`src/rtl/bk_divider16_pkg.sv`:
```
// Shared definitions for the 16-bit Brent-Kung restoring divider.
package bk_divider16_pkg;
   localparam int DIV_W = 16;
   localparam int CNT_W = 5;
   localparam logic [CNT_W-1:0] LAST_BIT = 5'd15;
   localparam logic [DIV_W-1:0] DIV_ZERO_Q = 16'hFFFF;

   typedef enum logic [1:0] {
      IDLE,
      RUN,
      DONE
   } state_t;
endpackage

```
`src/rtl/bk_divider16_sub16.sv`:
```
// 16-bit Brent-Kung adder wired as a subtractor: a + ~b + 1.
module bk_sub16
   import bk_divider16_pkg::*;
(
   input  logic [DIV_W-1:0] a,
   input  logic [DIV_W-1:0] b,
   output logic [DIV_W-1:0] diff,
   output logic             no_borrow
);
   logic [DIV_W-1:0] b_n;
   logic [DIV_W-1:0] hp;
   logic [DIV_W-1:0] gg;
   logic [DIV_W-1:0] pp;
   logic [DIV_W:0]   carry;

   always_comb begin
      b_n = ~b;
      hp  = a ^ b_n;
      gg  = a & b_n;
      pp  = hp;
      // Fold the constant carry-in into bit 0 so every prefix includes it.
      gg[0] = gg[0] | pp[0];
      for (int d = 1; d < DIV_W; d = d * 2) begin
         for (int i = 2 * d - 1; i < DIV_W; i = i + 2 * d) begin
            gg[i] = gg[i] | (pp[i] & gg[i-d]);
            pp[i] = pp[i] & pp[i-d];
         end
      end
      for (int d = DIV_W / 4; d >= 1; d = d / 2) begin
         for (int i = 3 * d - 1; i < DIV_W; i = i + 2 * d) begin
            gg[i] = gg[i] | (pp[i] & gg[i-d]);
            pp[i] = pp[i] & pp[i-d];
         end
      end
      carry     = {gg, 1'b1};
      diff      = hp ^ carry[DIV_W-1:0];
      no_borrow = carry[DIV_W];
   end
endmodule

```
`src/rtl/bk_divider16.sv`:
```
// Sequential unsigned restoring divider, one quotient bit per clock.
module bk_divider16
   import bk_divider16_pkg::*;
(
   input  logic             clk,
   input  logic             rst_n,
   input  logic             start,
   input  logic [DIV_W-1:0] dividend,
   input  logic [DIV_W-1:0] divisor,
   output logic             busy,
   output logic             done,
   output logic [DIV_W-1:0] quotient,
   output logic [DIV_W-1:0] remainder,
   output logic             div_by_zero
);
   state_t           state_q, state_d;
   logic [CNT_W-1:0] cnt_q, cnt_d;
   logic [DIV_W-1:0] r_q, r_d;
   logic [DIV_W-1:0] q_q, q_d;
   logic [DIV_W-1:0] d_q, d_d;
   logic [DIV_W-1:0] quot_q, quot_d;
   logic [DIV_W-1:0] rem_q, rem_d;
   logic             done_q, done_d;
   logic             dbz_q, dbz_d;

   logic [DIV_W-1:0] shifted;
   logic [DIV_W-1:0] trial;
   logic             no_borrow;
   logic             take;

   assign shifted = {r_q[DIV_W-2:0], q_q[DIV_W-1]};

   bk_sub16 u_sub (
      .a         (shifted),
      .b         (d_q),
      .diff      (trial),
      .no_borrow (no_borrow)
   );

   // A set R[15] means the 17-bit shifted remainder already exceeds D.
   assign take = r_q[DIV_W-1] | no_borrow;

   always_comb begin
      state_d = state_q;
      cnt_d   = cnt_q;
      r_d     = r_q;
      q_d     = q_q;
      d_d     = d_q;
      quot_d  = quot_q;
      rem_d   = rem_q;
      dbz_d   = dbz_q;
      done_d  = 1'b0;
      case (state_q)
         RUN: begin
            r_d = take ? trial : shifted;
            q_d = {q_q[DIV_W-2:0], take};
            if (cnt_q == LAST_BIT) begin
               cnt_d   = '0;
               state_d = DONE;
               quot_d  = q_d;
               rem_d   = r_d;
               done_d  = 1'b1;
            end else begin
               cnt_d = cnt_q + 1'b1;
            end
         end
         default: begin
            if (start) begin
               d_d   = divisor;
               q_d   = dividend;
               r_d   = '0;
               cnt_d = '0;
               if (divisor == '0) begin
                  state_d = DONE;
                  quot_d  = DIV_ZERO_Q;
                  rem_d   = dividend;
                  dbz_d   = 1'b1;
                  done_d  = 1'b1;
               end else begin
                  state_d = RUN;
                  dbz_d   = 1'b0;
               end
            end else if (state_q == DONE) begin
               state_d = IDLE;
            end
         end
      endcase
   end

   always_ff @(posedge clk or negedge rst_n) begin
      if (!rst_n) begin
         state_q <= IDLE;
         cnt_q   <= '0;
         r_q     <= '0;
         q_q     <= '0;
         d_q     <= '0;
         quot_q  <= '0;
         rem_q   <= '0;
         done_q  <= 1'b0;
         dbz_q   <= 1'b0;
      end else begin
         state_q <= state_d;
         cnt_q   <= cnt_d;
         r_q     <= r_d;
         q_q     <= q_d;
         d_q     <= d_d;
         quot_q  <= quot_d;
         rem_q   <= rem_d;
         done_q  <= done_d;
         dbz_q   <= dbz_d;
      end
   end

   assign busy        = (state_q == RUN);
   assign done        = done_q;
   assign quotient    = quot_q;
   assign remainder   = rem_q;
   assign div_by_zero = dbz_q;
endmodule

```
`config.mk`:
```
export PLATFORM = sky130hd
export DESIGN_NAME = bk_divider16
export DESIGN_NICKNAME = d
export VERILOG_FILES = /design/src/rtl/bk_divider16_pkg.sv /design/src/rtl/bk_divider16_sub16.sv /design/src/rtl/bk_divider16.sv
export SDC_FILE = /design/constraint.sdc
export NUM_CORES = 1
export LEC_CHECK = 0
export CAP_MARGIN = 10
export CORE_MARGIN = 1
export CORE_UTILIZATION = 25
export CTS_CLUSTER_SIZE = 25
export DETAILED_ROUTE_END_ITERATION = 7
export SLEW_MARGIN = 20
export SYNTH_ARGS = -nofsm -noshare
export SYNTH_HDL_FRONTEND = slang
export SYNTH_HIERARCHICAL = 1
export SYNTH_SLANG_ARGS = --single-unit
```
`constraint.sdc`:
```
create_clock -name clk -period 2.9 [get_ports clk]
set_input_delay 0.58 -clock clk [delete_from_list [all_inputs] [get_ports clk]]
set_output_delay 0.58 -clock clk [all_outputs]
set_load 0.05 [all_outputs]
```
==> summary.md <==
| Metric | Value |
|---|---|
| Die Y | `140 um` |
| Final Critical Period | `2800 ps` |
| Root Buffer | `clkbuf_16` |
| Clock Sinks | `89` |
| CP max-delay cell | `fa_2` |
| CP Data Required Time | `3110 ps` |
| Vias in the first global route | `3723` |
| Synthesized area | `4770 um2` |
| Die area | `19600 um2` |
| Non-Filler Instances | `765` |
| Async SR Flop Fraction | `1.00` |
| CP max stage delay | `360 ps` |
| Dominant combinational cell family by area after synthesis | `compound AO/OA/AOI/OAI gates` |
| Drt pass-1 iters | `5` |
| H-tree depth | `3` |
| Worst-margin pin slew | `651 ps` |
| YS warnings | `6` |
| # DRC | `0` |
| Worst Setup Start Kind | `flip-flop` |
| Initial antenna violation count | `0` |
| Seq cells post-synth | `89` |
| Max Slew Vio Count | `0` |
| Ratio of cells with drive above 1 in the final layout | `0.156` |
| Placed Cells | `744` |
| Num rows | `50` |
| Final setup viols | `0` |
| Peak VDD IR | `0.406 mV` |
| Reg area | `2230 um2` |
| Worst hold path class | `in -> async` |
| P_leak | `2.52 nW` |
| # port buffers | `69` |
| Nets@finish | `585` |
| Via count | `3829` |
| Avg Cell Area, Syn | `10.4 um2` |
| I/O pin count | `70` |
| Synth Area in Simple Gates | `0.131` |
| Max-cap viol count | `0` |
| Count of flip-flops with a built-in enable after synthesis | `0` |
| Starting DRT DRC Count | `232` |
| First-pass GRT wire length | `20200 um` |
| Crit path launch | `q_q[15]$_DFFE_PN0N_` |
| Core area | `18700 um2` |
| Area post-placement | `5720 um2` |
| Mean number of vias per cell | `5.01` |
| PwrDens | `1170 nW/um2` |
| Synth unique cells | `52` |
| Detailed Place HPWL | `9260 um` |
| Cts bufs inserted | `9` |
| Worst setup margin | `100 ps` |
| Register area share after synthesis | `0.467` |
| Width of the chip | `140 um` |
| R2r startpoint | `q_q[15]$_DFFE_PN0N_` |
| Area delta synth->final | `27.5%` |
| Routed len/inst | `16.4 um` |
| Slew margin rel. | `0.566` |
| Syn_nets | `516` |
| R2r setup slk | `100 ps` |
| Critical path peak fanout | `3` |
| Final RePlAce weighted congestion | `0.802` |
| CP cell instances | `inv_1, ha_2, fa_2, nand2b_4, a21o_1, a2111oi_4, and3b_1, fa_2, xnor2_2, and2_1, o21ai_1, o21ai_1` |
| Clock Path Buffers | `2` |
| Fmax | `357 MHz` |
| Synth Instances | `457` |
| Critical Path AT | `3010 ps` |
| Post-synth top flop | `dfrtp_1` |
| Starting density of the core | `0.255` |
| R2R depth | `12` |
| Crit path kind | `reg -> reg` |
| Fraction of the mapped netlist area in compound gates | `0.164` |
| Worst skew pair latency | `340 ps` |
| CTS tree | `done` |
| XOR/XNOR Fraction of Synth Area | `0.0128` |
| Tcrit/Tclk final | `0.965` |
| Setup Skew | `6.79 ps` |
| Grt ovf | `0` |
| Ant diodes | `0` |
| Synth Area in Adders | `0.0755` |
| Final wirelength | `12600 um` |
| Reg-to-Reg End | `r_q[15]$_DFFE_PN0N_` |
| Total track usage | `0.131` |
| Setup_tns | `0 ps` |
| CTS clock-pin slew for the worst setup and hold paths | `70 ps` |
| Setup WS pre-CTS | `-74.8 ps` |
| Hold Fails Final Rpt | `0` |
| Footprint of the multi-input gates | `2380 um2` |
| Fillers | `1887` |
| Antenna viol nets, final | `0` |
| Largest net degree at the start of global routing | `49` |
| Cell area after layout | `6080 um2` |
| Crit end category | `flip-flop` |
| Mux contribution to synthesized area | `0.101` |
| Status | `completed` |
-- kinds of logic after synthesis --
group / count (synthesis)
and+or+nand+nor: 114
buffers and inverters: 55
adders and majority gates: 24
muxes: 46
xor gates and xnor gates: 7
AOI/OAI and AO/OA: 122
DFF: 89
-- per-layer routing --
metal,wire (um),global-route usage,up-vias
li1,-,-,1785
met1,6010,0.182,1905
met2,5870,0.208,133
met3,628,0.0304,6
met4,53,0.0254,0
met5,0,0,-
-- state kept, by name, indices dropped and copies added (netlist names) --
register and cells:
done 1, state_q 2, q_q 16, remainder 16
cnt_q 5, div_by_zero 1, r_q 16, quotient 16
d_q 16
-- synth_stat cells (15+ instances only) --
library cell / count / share of area
dfrtp_1: 89 / 0.47
a21oi_1: 42 / 0.044
nor2_1: 36 / 0.028
mux2i_1: 30 / 0.063
inv_1: 26 / 0.020
nand2_1: 25 / 0.020
o21ai_0: 24 / 0.025
ha_1: 16 / 0.042
mux2_2: 16 / 0.038
o22ai_1: 16 / 0.021
nand3b_1: 15 / 0.024
-- cell type report --
cell class / count / area share
inverter: 27 / 0.0167
timing repair buffer: 85 / 0.134
clock inverter: 6 / 0.00699
clock buffer: 10 / 0.0376
multi-input combinational: 314 / 0.391
sequential: 89 / 0.366
tap: 234 / 0.0481
-- cells in the final DEF, fill, tap and decap left out, drive strengths merged, types with 2 or more instances in the layout --
| cell type | count |
|---|---|
| a311oi | 7 |
| mux2 | 16 |
| nand3 | 3 |
| ha | 16 |
| a21o | 4 |
| clkdlybuf4s50 | 66 |
| fa | 8 |
| xor2 | 4 |
| nand3b | 15 |
| clkinvlp | 2 |
| clkinv | 3 |
| nor3 | 7 |
| inv | 28 |
| dfrtp | 89 |
| buf | 19 |
| xnor2 | 3 |
| o22ai | 16 |
| nor4 | 4 |
| mux2i | 30 |
| o211ai | 2 |
| nor2 | 39 |
| a21oi | 42 |
| nor2b | 2 |
| o311a | 9 |
| nand2b | 3 |
| nand2 | 26 |
| clkbuf | 10 |
| a41oi | 2 |
| a211oi | 9 |
| or3 | 9 |
| o21ai | 24 |
-- power by group --
part | internal [mW] | switching, mW | total (mW) | leakage [nW]
logic | 1.58 | 2.31 | 3.89 | 1.35
clock network | 0.584 | 0.489 | 1.07 | 0.129
registers | 1.74 | 0.418 | 2.16 | 1.04
total | 3.90 | 3.22 | 7.12 | 2.52
-- worst max-delay path: cells and delay by family (launching register included) --
| kind | cells | cell delay, ps |
|---|---|---|
| XOR/XNOR | 1 | 160 |
| flip-flops | 1 | 340 |
| AND/OR/NAND/NOR | 3 | 530 |
| AO/OA/AOI/OAI | 4 | 710 |
| adder cells (fa/ha/maj) | 3 | 890 |
| buffers and inverters | 1 | 50 |
-- worst max-delay path by stage --
stage / to / slack (ps) / depth (start not counted)
final: r_q[15]$_DFFE_PN0N_ / 100 / 12
after global routing: r_q[15]$_DFFE_PN0N_ / -40 / 12
after CTS: remainder[15]$_DFFE_PN0P_ / -30 / 12
after detailed placement: r_q[15]$_DFFE_PN0N_ / -70 / 12
after global placement: r_q[15]$_DFFE_PN0N_ / 70 / 12
after floorplan: r_q[15]$_DFFE_PN0N_ / 160 / 12
-- stage by stage --
step	power [mW]	util	hold slack [ps]
final	7.12	0.325	250
after global routing	7.65	0.325	299
after CTS	6.89	0.321	283
after detailed placement	5.79	0.306	481
after global placement	5.64	0.306	479
after floorplan	4.68	-	284
-- timing repair --
item | 4_1_cts | 5_1_grt
gates resized for setup | 2 | 13
endpoints found under the setup margin | 2 | 26
setup buffers | 1 | 3
cloned | 0 | 1
pin swaps | 1 | 3
hold buffers | 0 | 0
No activity file was read; power rests on OpenSTA's default activity.
